### src/rtl/muldiv_unit_pkg.sv
// muldiv_unit shared definitions: widths, op codes, FSM states, op decode helpers.
// Optional accumulate ops are enabled with `define MULDIV_MADD_EN.
package muldiv_unit_pkg;

  localparam int unsigned DATA_W       = 32;
  localparam int unsigned RegDataWidth = DATA_W;
  localparam int unsigned OpW          = 4;
  localparam int unsigned CntW         = 5;

  localparam logic [RegDataWidth-1:0] ZeroWord = '0;
  localparam logic RstEnable   = 1'b1;
  localparam logic WriteEnable = 1'b1;

  localparam logic [OpW-1:0] MD_NOP   = 4'd0;
  localparam logic [OpW-1:0] MD_MULT  = 4'd1;
  localparam logic [OpW-1:0] MD_MULTU = 4'd2;
  localparam logic [OpW-1:0] MD_DIV   = 4'd3;
  localparam logic [OpW-1:0] MD_DIVU  = 4'd4;
  localparam logic [OpW-1:0] MD_MADD  = 4'd5;
  localparam logic [OpW-1:0] MD_MADDU = 4'd6;
  localparam logic [OpW-1:0] MD_MSUB  = 4'd7;
  localparam logic [OpW-1:0] MD_MSUBU = 4'd8;

  typedef enum logic [1:0] {
    ST_IDLE = 2'd0,
    ST_MUL  = 2'd1,
    ST_DIV  = 2'd2,
    ST_DONE = 2'd3
  } md_state_e;

  // Ops that take the single-cycle multiplier path.
  function automatic logic op_is_mul(input logic [OpW-1:0] op);
`ifdef MULDIV_MADD_EN
    return (op == MD_MULT) || (op == MD_MULTU) || (op == MD_MADD) ||
           (op == MD_MADDU) || (op == MD_MSUB) || (op == MD_MSUBU);
`else
    return (op == MD_MULT) || (op == MD_MULTU);
`endif
  endfunction

  function automatic logic op_is_div(input logic [OpW-1:0] op);
    return (op == MD_DIV) || (op == MD_DIVU);
  endfunction

  // Two's-complement interpretation of the operands.
  function automatic logic op_is_signed(input logic [OpW-1:0] op);
    return (op == MD_MULT) || (op == MD_DIV) || (op == MD_MADD) || (op == MD_MSUB);
  endfunction

  function automatic logic op_valid(input logic [OpW-1:0] op);
    return op_is_mul(op) || op_is_div(op);
  endfunction

endpackage

### src/rtl/muldiv_unit_if.sv
// EX-stage <-> muldiv_unit request/result bundle.
interface muldiv_unit_if;
  import muldiv_unit_pkg::*;

  logic [OpW-1:0]    op_i;
  logic              start_i;
  logic              annul_i;
  logic [DATA_W-1:0] src_a_i;
  logic [DATA_W-1:0] src_b_i;
  logic [DATA_W-1:0] hi_i;
  logic [DATA_W-1:0] lo_i;
  logic              busy_o;
  logic              done_o;
  logic              we_hi_o;
  logic              we_lo_o;
  logic [DATA_W-1:0] hi_o;
  logic [DATA_W-1:0] lo_o;

  modport master (
    output op_i, start_i, annul_i, src_a_i, src_b_i, hi_i, lo_i,
    input  busy_o, done_o, we_hi_o, we_lo_o, hi_o, lo_o
  );

  modport slave (
    input  op_i, start_i, annul_i, src_a_i, src_b_i, hi_i, lo_i,
    output busy_o, done_o, we_hi_o, we_lo_o, hi_o, lo_o
  );
endinterface

### src/rtl/muldiv_div_core.sv
// Unsigned 32-step restoring divider, one quotient bit per cycle.
// o_quot/o_rem are the results of the step taken this cycle; final when o_last is high.
module muldiv_div_core
  import muldiv_unit_pkg::*;
(
  input  logic              clk,
  input  logic              rst,
  input  logic              i_load,
  input  logic [DATA_W-1:0] i_dividend,
  input  logic [DATA_W-1:0] i_divisor,
  output logic [DATA_W-1:0] o_quot,
  output logic [DATA_W-1:0] o_rem,
  output logic              o_last
);

  logic [DATA_W-1:0] r_quot;
  logic [DATA_W-1:0] r_rem;
  logic [DATA_W-1:0] r_divisor;
  logic [CntW-1:0]   r_cnt;
  logic              r_run;

  logic [DATA_W:0]   w_shift;
  logic [DATA_W:0]   w_diff;
  logic              w_ge;
  logic [DATA_W-1:0] w_quot_nxt;
  logic [DATA_W-1:0] w_rem_nxt;

  // Shift in the next dividend bit and trial-subtract the divisor.
  assign w_shift    = {r_rem, r_quot[DATA_W-1]};
  assign w_diff     = w_shift - {1'b0, r_divisor};
  assign w_ge       = (w_shift >= {1'b0, r_divisor});
  assign w_rem_nxt  = w_ge ? w_diff[DATA_W-1:0] : w_shift[DATA_W-1:0];
  assign w_quot_nxt = {r_quot[DATA_W-2:0], w_ge};

  assign o_quot = w_quot_nxt;
  assign o_rem  = w_rem_nxt;
  assign o_last = r_run && (r_cnt == CntW'(DATA_W - 1));

  // Step register: load restarts, otherwise advance while running.
  always_ff @(posedge clk) begin
    if (rst == RstEnable) begin
      r_quot    <= ZeroWord;
      r_rem     <= ZeroWord;
      r_divisor <= ZeroWord;
      r_cnt     <= '0;
      r_run     <= 1'b0;
    end else if (i_load) begin
      r_quot    <= i_dividend;
      r_rem     <= ZeroWord;
      r_divisor <= i_divisor;
      r_cnt     <= '0;
      r_run     <= 1'b1;
    end else if (r_run) begin
      r_quot <= w_quot_nxt;
      r_rem  <= w_rem_nxt;
      r_cnt  <= r_cnt + CntW'(1);
      if (o_last) begin
        r_run <= 1'b0;
      end
    end
  end

endmodule

### src/rtl/muldiv_unit.sv
// Multi-cycle MIPS multiply/divide unit feeding the HI/LO write port.
// `define MULDIV_MADD_EN to enable MADD/MADDU/MSUB/MSUBU.
module muldiv_unit
  import muldiv_unit_pkg::*;
(
  input  logic          clk,
  input  logic          rst,
  muldiv_unit_if.slave  bus
);

  md_state_e         r_state;
  logic [OpW-1:0]    r_op;
  logic [DATA_W-1:0] r_a;
  logic [DATA_W-1:0] r_b;
  logic [DATA_W-1:0] r_hi;
  logic [DATA_W-1:0] r_lo;
  logic              r_done;

  logic                w_accept;
  logic                w_in_signed;
  logic [DATA_W-1:0]   w_div_dividend;
  logic [DATA_W-1:0]   w_div_divisor;
  logic                w_div_load;
  logic [DATA_W-1:0]   w_div_quot;
  logic [DATA_W-1:0]   w_div_rem;
  logic                w_div_last;
  logic                w_sgn;
  logic [2*DATA_W-1:0] w_a64;
  logic [2*DATA_W-1:0] w_b64;
  logic [2*DATA_W-1:0] w_prod;
  logic [2*DATA_W-1:0] w_mul_res;
  logic [DATA_W-1:0]   w_q_fix;
  logic [DATA_W-1:0]   w_r_fix;

  // Issue decode; divider operands are magnitudes taken straight from the bus.
  assign w_accept       = (r_state == ST_IDLE) && bus.start_i && !bus.annul_i && op_valid(bus.op_i);
  assign w_in_signed    = op_is_signed(bus.op_i);
  assign w_div_dividend = (w_in_signed && bus.src_a_i[DATA_W-1]) ? -bus.src_a_i : bus.src_a_i;
  assign w_div_divisor  = (w_in_signed && bus.src_b_i[DATA_W-1]) ? -bus.src_b_i : bus.src_b_i;
  assign w_div_load     = w_accept && op_is_div(bus.op_i) && (bus.src_b_i != ZeroWord);

  muldiv_div_core u_div_core (
    .clk        (clk),
    .rst        (rst),
    .i_load     (w_div_load),
    .i_dividend (w_div_dividend),
    .i_divisor  (w_div_divisor),
    .o_quot     (w_div_quot),
    .o_rem      (w_div_rem),
    .o_last     (w_div_last)
  );

  // Sign-extend for signed ops; the low 64 bits of the product are then correct either way.
  assign w_sgn  = op_is_signed(r_op);
  assign w_a64  = {{DATA_W{w_sgn & r_a[DATA_W-1]}}, r_a};
  assign w_b64  = {{DATA_W{w_sgn & r_b[DATA_W-1]}}, r_b};
  assign w_prod = w_a64 * w_b64;

`ifdef MULDIV_MADD_EN
  logic [2*DATA_W-1:0] r_acc;

  // Accumulate against HI/LO captured at issue.
  always_comb begin
    w_mul_res = w_prod;
    if ((r_op == MD_MADD) || (r_op == MD_MADDU)) begin
      w_mul_res = r_acc + w_prod;
    end else if ((r_op == MD_MSUB) || (r_op == MD_MSUBU)) begin
      w_mul_res = r_acc - w_prod;
    end
  end

  // Snapshot of HI/LO for accumulate ops.
  always_ff @(posedge clk) begin
    if (rst == RstEnable) begin
      r_acc <= '0;
    end else if (w_accept) begin
      r_acc <= {bus.hi_i, bus.lo_i};
    end
  end
`else
  logic w_unused_hilo;

  assign w_mul_res     = w_prod;
  assign w_unused_hilo = ^{bus.hi_i, bus.lo_i};
`endif

  // Quotient negated on differing signs; remainder follows the dividend.
  assign w_q_fix = (w_sgn && (r_a[DATA_W-1] ^ r_b[DATA_W-1])) ? -w_div_quot : w_div_quot;
  assign w_r_fix = (w_sgn && r_a[DATA_W-1]) ? -w_div_rem : w_div_rem;

  // Control FSM with registered results and write pulse.
  always_ff @(posedge clk) begin
    if (rst == RstEnable) begin
      r_state <= ST_IDLE;
      r_op    <= MD_NOP;
      r_a     <= ZeroWord;
      r_b     <= ZeroWord;
      r_hi    <= ZeroWord;
      r_lo    <= ZeroWord;
      r_done  <= 1'b0;
    end else begin
      r_done <= 1'b0;
      case (r_state)
        ST_IDLE: begin
          if (w_accept) begin
            r_op <= bus.op_i;
            r_a  <= bus.src_a_i;
            r_b  <= bus.src_b_i;
            if (op_is_div(bus.op_i)) begin
              if (bus.src_b_i == ZeroWord) begin
                r_hi    <= bus.src_a_i;
                r_lo    <= '1;
                r_done  <= WriteEnable;
                r_state <= ST_DONE;
              end else begin
                r_state <= ST_DIV;
              end
            end else begin
              r_state <= ST_MUL;
            end
          end
        end
        ST_MUL: begin
          if (bus.annul_i) begin
            r_state <= ST_IDLE;
          end else begin
            r_hi    <= w_mul_res[2*DATA_W-1:DATA_W];
            r_lo    <= w_mul_res[DATA_W-1:0];
            r_done  <= WriteEnable;
            r_state <= ST_DONE;
          end
        end
        ST_DIV: begin
          if (bus.annul_i) begin
            r_state <= ST_IDLE;
          end else if (w_div_last) begin
            r_hi    <= w_r_fix;
            r_lo    <= w_q_fix;
            r_done  <= WriteEnable;
            r_state <= ST_DONE;
          end
        end
        ST_DONE: begin
          r_state <= ST_IDLE;
        end
        default: begin
          r_state <= ST_IDLE;
        end
      endcase
    end
  end

  // Stall from the issue cycle; released on annul and during the write cycle.
  assign bus.busy_o  = w_accept || (((r_state == ST_MUL) || (r_state == ST_DIV)) && !bus.annul_i);
  assign bus.done_o  = r_done;
  assign bus.we_hi_o = r_done;
  assign bus.we_lo_o = r_done;
  assign bus.hi_o    = r_hi;
  assign bus.lo_o    = r_lo;

endmodule

### src/flat_wrapper.sv
// flat-port wrapper written by rule: the top's interface ports become plain ports
module muldiv_unit_flat import muldiv_unit_pkg::*;
  (clk, rst, bus_op_i, bus_start_i, bus_annul_i, bus_src_a_i, bus_src_b_i, bus_hi_i, bus_lo_i, bus_busy_o, bus_done_o, bus_we_hi_o, bus_we_lo_o, bus_hi_o, bus_lo_o);
  muldiv_unit_if bus_i ();
  input  logic clk;
  input  logic rst;
  input wire logic [$bits(bus_i.op_i)-1:0] bus_op_i;
  input wire logic [$bits(bus_i.start_i)-1:0] bus_start_i;
  input wire logic [$bits(bus_i.annul_i)-1:0] bus_annul_i;
  input wire logic [$bits(bus_i.src_a_i)-1:0] bus_src_a_i;
  input wire logic [$bits(bus_i.src_b_i)-1:0] bus_src_b_i;
  input wire logic [$bits(bus_i.hi_i)-1:0] bus_hi_i;
  input wire logic [$bits(bus_i.lo_i)-1:0] bus_lo_i;
  output wire logic [$bits(bus_i.busy_o)-1:0] bus_busy_o;
  output wire logic [$bits(bus_i.done_o)-1:0] bus_done_o;
  output wire logic [$bits(bus_i.we_hi_o)-1:0] bus_we_hi_o;
  output wire logic [$bits(bus_i.we_lo_o)-1:0] bus_we_lo_o;
  output wire logic [$bits(bus_i.hi_o)-1:0] bus_hi_o;
  output wire logic [$bits(bus_i.lo_o)-1:0] bus_lo_o;
  assign bus_i.op_i = bus_op_i;
  assign bus_i.start_i = bus_start_i;
  assign bus_i.annul_i = bus_annul_i;
  assign bus_i.src_a_i = bus_src_a_i;
  assign bus_i.src_b_i = bus_src_b_i;
  assign bus_i.hi_i = bus_hi_i;
  assign bus_i.lo_i = bus_lo_i;
  assign bus_busy_o = bus_i.busy_o;
  assign bus_done_o = bus_i.done_o;
  assign bus_we_hi_o = bus_i.we_hi_o;
  assign bus_we_lo_o = bus_i.we_lo_o;
  assign bus_hi_o = bus_i.hi_o;
  assign bus_lo_o = bus_i.lo_o;
  muldiv_unit u_core (.clk(clk), .rst(rst), .bus(bus_i));
endmodule
### config.mk
export PLATFORM = sky130hd
export DESIGN_NAME = muldiv_unit_flat
export DESIGN_NICKNAME = d
export VERILOG_FILES = /design/src/rtl/muldiv_unit_pkg.sv /design/src/rtl/muldiv_unit_if.sv /design/src/rtl/muldiv_div_core.sv /design/src/rtl/muldiv_unit.sv /design/src/flat_wrapper.sv
export SDC_FILE = /design/constraint.sdc
export NUM_CORES = 2
export LEC_CHECK = 0
export CAP_MARGIN = 20
export CORE_MARGIN = 2
export CORE_UTILIZATION = 40
export CTS_CLUSTER_DIAMETER = 30
export DETAILED_ROUTE_END_ITERATION = 10
export DONT_BUFFER_PORTS = 1
export PLACE_DENSITY_LB_ADDON = 0.2
export SLEW_MARGIN = 10
export SYNTH_ARGS = -nofsm -noshare
export SYNTH_HDL_FRONTEND = slang
export SYNTH_HIERARCHICAL = 1
export SYNTH_SLANG_ARGS = --single-unit
### constraint.sdc
create_clock -name clk -period 7.9 [get_ports clk]
set_input_delay 0.79 -clock clk [delete_from_list [all_inputs] [get_ports clk]]
set_output_delay 0.79 -clock clk [all_outputs]
set_load 0.005 [all_outputs]
Yosys cells after proc, flatten, opt, wreduce, memory -nomap -nowiden:

Cells that the tools add are included.

* bitwise operators: 3
* multiply operators: 1
* equal/unequal tests: 21
* muxes and demuxes: 38
* reduce and logical (&&, ||, !) cells: 32
* order comparisons: 1
* add/subtract/negate cells: 6

Operators with widths (number)
* $mux 32: 19
* $pmux 32 s3: 2
* $neg 32->32: 4
* $mul 33x33->64: 1
* $ge 33x32->1: 1
* $logic_not 32->1: 1
* $reduce_bool 32->1: 1
* $sub 32x32->32: 1
* $eq 4x3->1 const B: 5
* $eq 4x2->1 const B: 3
* $logic_and 1x1->1: 11
* $logic_or 1x1->1: 11
* $mux 1: 10
* $mux 2: 5
* $ne 2x2->1 const B: 5
* $eq 4x1->1 const B: 2
* $pmux 2 s4: 1
* $reduce_and 7->1: 1
* $add 5x1->5 const B: 1
* $eq 5x5->1 const B: 1
* $eq 2x2->1 const B: 2
* $reduce_and 2->1: 2
* $ne 3x3->1 const B: 1
* $pmux 1 s3: 1
* 9 further kinds: 10

* input bits: 136
* output and inout port bits: 68
* register bits: 237
* word-level logic and storage cells: 114

Longest topological paths before layout:

* word-level depth: 9
* gate-level depth with buffers: 32
* mapped depth without buffers: 30

Cells and area by module:

Netlist, hierarchy kept.

Modules (own cells, without submodules)
* muldiv_unit: instances 1, area each 46155.5 sq um, cells an instance 5321, seq. area each 2662.6 sq um
* muldiv_div_core: instances 1, area each 6598.8 sq um, cells an instance 840, seq. area each 2042.0 sq um

Worst setup path before layout:

OpenSTA, ideal clock, no wires.

* path kind: register -> register
* start point: reg u_core.r_op[0]
* end point: reg u_core.r_hi[25] (netlist: u_core/bus.hi_o[25])
* path slack: -0.585 ns
* required time: 7.813 ns
* arrival: 8.398 ns
* cell stages (with the launch flop): 31
* path buffers: 2
* cells stage by stage: dfxtp_1 -> nor2b_1 -> and2_1 -> clkbuf_1 -> clkbuf_1 -> nand2_1 -> inv_1 -> fa_1 -> inv_1 -> fa_1 -> inv_1 -> fa_1 -> fa_1 -> inv_1 -> fa_1 -> inv_1 -> fa_1 -> inv_1 -> fa_1 -> fa_1 -> inv_1 -> ha_1 -> or2_2 -> a21oi_1 -> a21oi_1 -> nor3_2 -> a21oi_2 -> a21o_1 -> a21oi_1 -> mux2_2 -> o31ai_1

* word-level cells in the longest chain between the ends: 9
* elaborated cells between the ends (all ways): 16
* those cells by class: mul (1); eq/ne (4); mux (5); bitwise (2); reduce/logical (4)

RTL lines
* from (decl): line muldiv_unit.sv:12 `logic [OpW-1:0] r_op;`
* from (signal assigned): line muldiv_unit.sv:106 `r_op <= bus.op_i;`
* $eq 4x1->1 or $eq 4x2->1 (tied branches): line muldiv_unit_pkg.sv:47 `return (op == MD_MULT) || (op == MD_DIV) || (op == MD_MADD) || (op == MD_MSUB);`
* $logic_or 1x1->1 (2 in series): line muldiv_unit_pkg.sv:47
* $logic_or 1x1->1 (*): line muldiv_unit_pkg.sv:47
* parallel branches: the longest is 4 deep, another holds $mul 33x33->64
* $pmux 32 s3 (*): line muldiv_unit.sv:103 `case (r_state)`
* to (signal assigned): line muldiv_unit.sv:98 `r_hi <= ZeroWord;`
* to (signal assigned): line muldiv_unit.sv:111 `r_hi <= bus.src_a_i;`
* to (signal assigned): line muldiv_unit.sv:137 `r_hi <= w_r_fix;`
* to (decl): line muldiv_unit.sv:15 `logic [DATA_W-1:0] r_hi;`

Mark *: on every way between the ends. The select of a mux whose other input is x is not followed.
A chain may end at the register's enable or synchronous reset.

Worst setup path after layout:

Same ends and word-level chain as after synthesis.

==> flow_metrics.env <==
export IMPL_post_synth_main_area_contributors="fa_1 43%, dfxtp_1 8.9%, inv_1 8.7%, nand2_1 7.3%, ha_1 6.0%"
export IMPL_synth_edf_count=0
export IMPL_synth_main_ff_cell="dfxtp_1"
export IMPL_track_usage_pct=23.3
export IMPL_drt_pass1_iterations=5
export IMPL_netlist_cell_type_count=100
export IMPL_worst_setup_path_type="reg2reg"
export IMPL_skew_ns=0.0389
export IMPL_detailed_place_area_sq_um=57000
export IMPL_path_clk_slew_ns=0.05
export IMPL_pwr_share_clk_pct=35.4
export IMPL_cp_slowest_cell="fa_2"
export IMPL_slack_of_the_worst_reg_to_reg_path_ns=0.08
export IMPL_slew_viol_final=0
export IMPL_total_of_hold_buffers_inserted_after_clock_tree_synthesis=0
export IMPL_synth_nets=7678
export IMPL_cts_htree_levels=2
export IMPL_peak_vdd_ir_mv=0.349
export IMPL_rsz0062_at_grt="true"
export IMPL_count_leader_synth="inv_1"
export IMPL_ys_warnings_count=6
export IMPL_netlist_area_before_placement_sq_um=52800
export IMPL_grt_start_max_net_pins=191
export IMPL_wl_per_cell_um=19.6
export IMPL_post_drt_via_cell_ratio=5.18
export IMPL_route_final_wire_length_um=158000
export IMPL_min_to="u_core/u_div_core/r_divisor[1]$_SDFFE_PP0P_"
export IMPL_layout_drive_gt1_share_pct=11.4
export IMPL_route_vias_total=41600
export IMPL_finalSetupViolCount=0
export IMPL_p_comb_share_pct=41.6
export IMPL_intPower_mw=3.74
export IMPL_synth_seq_cells=235
export IMPL_detail_route_drc_violations=0
export IMPL_die_area_sq_um=135000
export IMPL_maximum_count_of_clock_buffers_along_a_single_path=3
export IMPL_antenna_violating_nets_post_route=0
export IMPL_place_port_buffers=0
export IMPL_ys_async_sr_fraction_pct=0
export IMPL_globalplace_congestion=0.941
export IMPL_run_status="completed"
export IMPL_io_pins=204
export IMPL_pwr_density_cell_nw_per_um2=109
export IMPL_antenna_found_initial=5
export IMPL_power_switching_mw=2.81
export IMPL_grt_pass1_vias=43400
export IMPL_cts_buffers=55
export IMPL_worstReg2RegEnd="u_core/bus.hi_o[25]$_SDFFE_PP0P_"
export IMPL_clock_root_buffer="clkbuf_16"
export IMPL_worstMarginPinSlew_ns=1.16
export IMPL_cts_tree="done"
export IMPL_total_leakage_power_nw=26.4
export IMPL_timing_final_hold_violations=0
export IMPL_holdWs_ns=0.311
export IMPL_initial_utilization_pct=40.2
export IMPL_finalNetCount=7739
export IMPL_max_cap_violations=0
export IMPL_die_width_um=367
export IMPL_core_area_sq_um=131000
export IMPL_power_switching_share_pct=42.9
export IMPL_cp_common_cell="fa_1"
export IMPL_met2RoutedLength_um=78300
export IMPL_synth_area_per_cell_sq_um=8.56
export IMPL_whs_path_cells=1
export IMPL_r2r_cells=29
export IMPL_layout_cell_area_non_filler_sq_um=60100
export IMPL_power_share_sequential_pct=23.1
export IMPL_grt_overflow=0
export IMPL_yosys_top_cells_count="1216 x inv_1, 1126 x fa_1, 1028 x nand2_1"
export IMPL_wirelength_met1_um=66500
export IMPL_rows=133
export IMPL_critical_path_arrival_ns=8.31
export IMPL_synthDominantAreaCellType="fa_1"
export IMPL_hold_path_class="in2reg"
export IMPL_critical_path_peak_fanout=4
export IMPL_dr_first_iter_drc_count=2822
export IMPL_critPathLaunchType="flop"
export IMPL_insertion_delay_ns=0.60
export IMPL_maximum_clock_frequency_mhz=128
export IMPL_yosys_top_cell_area_share_pct=42.7
export IMPL_route_top_layer_used="met4"
export IMPL_dp_hpwl_um=128000
export IMPL_areaGrowthSynthToFinish_pct=13.9
export IMPL_cts_num_sinks=235
export IMPL_met3RoutedLength_um=7620
export IMPL_finalWorstPathRequiredPeriod_ns=7.82
export IMPL_critPathCaptureType="flop"
export IMPL_synth_seq_area_share_pct=8.92
export IMPL_grt_pass1_wl_um=248000
export IMPL_r2r_startpoint="u_core/r_op[0]$_SDFFE_PP0P_"
export IMPL_fin_crit_sh_pct=98.9
export IMPL_syn_instance_count=6161
export IMPL_critical_path_max_stage_delay_ns=0.60
export IMPL_cp_data_required_time_ns=8.39
export IMPL_timing_max_slew_rel_slack_pct=21.9
export IMPL_die_y_um=367
export IMPL_worstHoldStart="rst"
## worst max-delay path by stage
stage                           startpoint                                to  cells after the start
6_report       u_core/r_op[0]$_SDFFE_PP0P_  u_core/bus.hi_o[25]$_SDFFE_PP0P_                     29
5_1_grt        u_core/r_op[0]$_SDFFE_PP0P_  u_core/bus.hi_o[25]$_SDFFE_PP0P_                     29
4_1_cts         u_core/r_b[1]$_SDFFE_PP0P_  u_core/bus.hi_o[15]$_SDFFE_PP0P_                     30
3_5_place_dp   u_core/r_op[0]$_SDFFE_PP0P_  u_core/bus.hi_o[28]$_SDFFE_PP0P_                     28
3_3_place_gp   u_core/r_op[0]$_SDFFE_PP0P_  u_core/bus.hi_o[28]$_SDFFE_PP0P_                     31
2_1_floorplan  u_core/r_op[0]$_SDFFE_PP0P_  u_core/bus.hi_o[25]$_SDFFE_PP0P_                     30
## worst max-delay path, delay by kind of cell, from the launching register on
kind | cells | cell delay [ns]
compound gates | 7 | 1.37
flops | 1 | 0.31
simple gates | 6 | 0.84
buf+inv | 6 | 0.36
fa+ha+maj | 9 | 4.53
mux | 1 | 0.34
## layout by cell type, fill, tap and decap left out, types with 100 or more instances in the layout
| cell type | n |
|---|---|
| a21oi_1 | 262 |
| and2_1 | 300 |
| buf_4 | 296 |
| dfxtp_1 | 224 |
| fa_1 | 1115 |
| ha_1 | 236 |
| inv_1 | 1200 |
| nand2_1 | 1021 |
| nor2_1 | 309 |
| o21ai_0 | 118 |
| xnor2_1 | 113 |
| xor2_1 | 100 |
## repair_timing
| action | CTS | global route |
|---|---|---|
| endpoints found under the setup margin | 20 | 28 |
| setup buffers | 3 | 25 |
| resized for setup | 34 | 142 |
| pin swaps | 10 | 84 |
| cloned | 0 | 4 |
## metrics by stage
step           setup slack (ns)  utilization [%]  power [mW]  cells  setup TNS (ns)
6_report                 0.0832             45.8        6.55   8025               0
5_1_grt                  -0.166             45.8        6.85   8023           -1.52
4_1_cts                 0.00486             45.1        6.45   7994               0
3_5_place_dp             -0.364             43.5        4.12   7888           -3.18
3_3_place_gp             -0.251             43.5        4.10   7888           -2.12
2_1_floorplan          -0.00952                -        3.23   6161        -0.00952
## power by group through the flow
stage	Combinational [mW]	Sequential (mW)	Clock (mW)
2_1_floorplan	1.80	1.43	0
3_3_place_gp	2.57	1.53	0
3_5_place_dp	2.59	1.53	0
4_1_cts	2.61	1.51	2.34
5_1_grt	2.93	1.52	2.41
6_report	2.72	1.51	2.32
## per-layer routing
layer / vias up / GRT usage, %
li1: 18800 / -
met1: 21400 / 31.3
met2: 1122 / 40.5
met3: 235 / 1.78
met4: 0 / 6.25
met5: - / 0
## cells by family after synthesis
| group | Yosys count | share of synthesized area [%] |
|---|---|---|
| AO/OA/AOI/OAI | 719 | 8.67 |
| XOR/XNOR | 221 | 3.67 |
| adder cells (fa/ha/maj) | 1381 | 48.8 |
| buffers and inverters | 1616 | 11.9 |
| flip-flops | 235 | 8.92 |
| multiplexers | 88 | 1.75 |
| AND/OR/NAND/NOR | 1901 | 16.3 |
## cell type report
type	count	area (sq um)
antenna	2	5.00
clock buffer	67	1490
clock inverter	36	408
fill	13000	71100
inverter	1219	4600
multi-input combinational	4310	42500
sequential	235	4730
tap	1755	2200
timing repair buffer	401	4170
## registers in the layout (all words and copies together) (netlist names)
signal                       flops
u_core/r_a                      32
u_core/u_div_core/r_cnt          5
u_core/bus.lo_o                 32
u_core/bus.done_o                1
u_core/u_div_core/r_divisor     32
u_core/r_b                      32
u_core/bus.hi_o                 32
u_core/r_state                   2
u_core/u_div_core/r_run          1
u_core/u_div_core/r_quot        32
u_core/u_div_core/r_rem         32
u_core/r_op                      2
(Power assumes the default switching activity.)
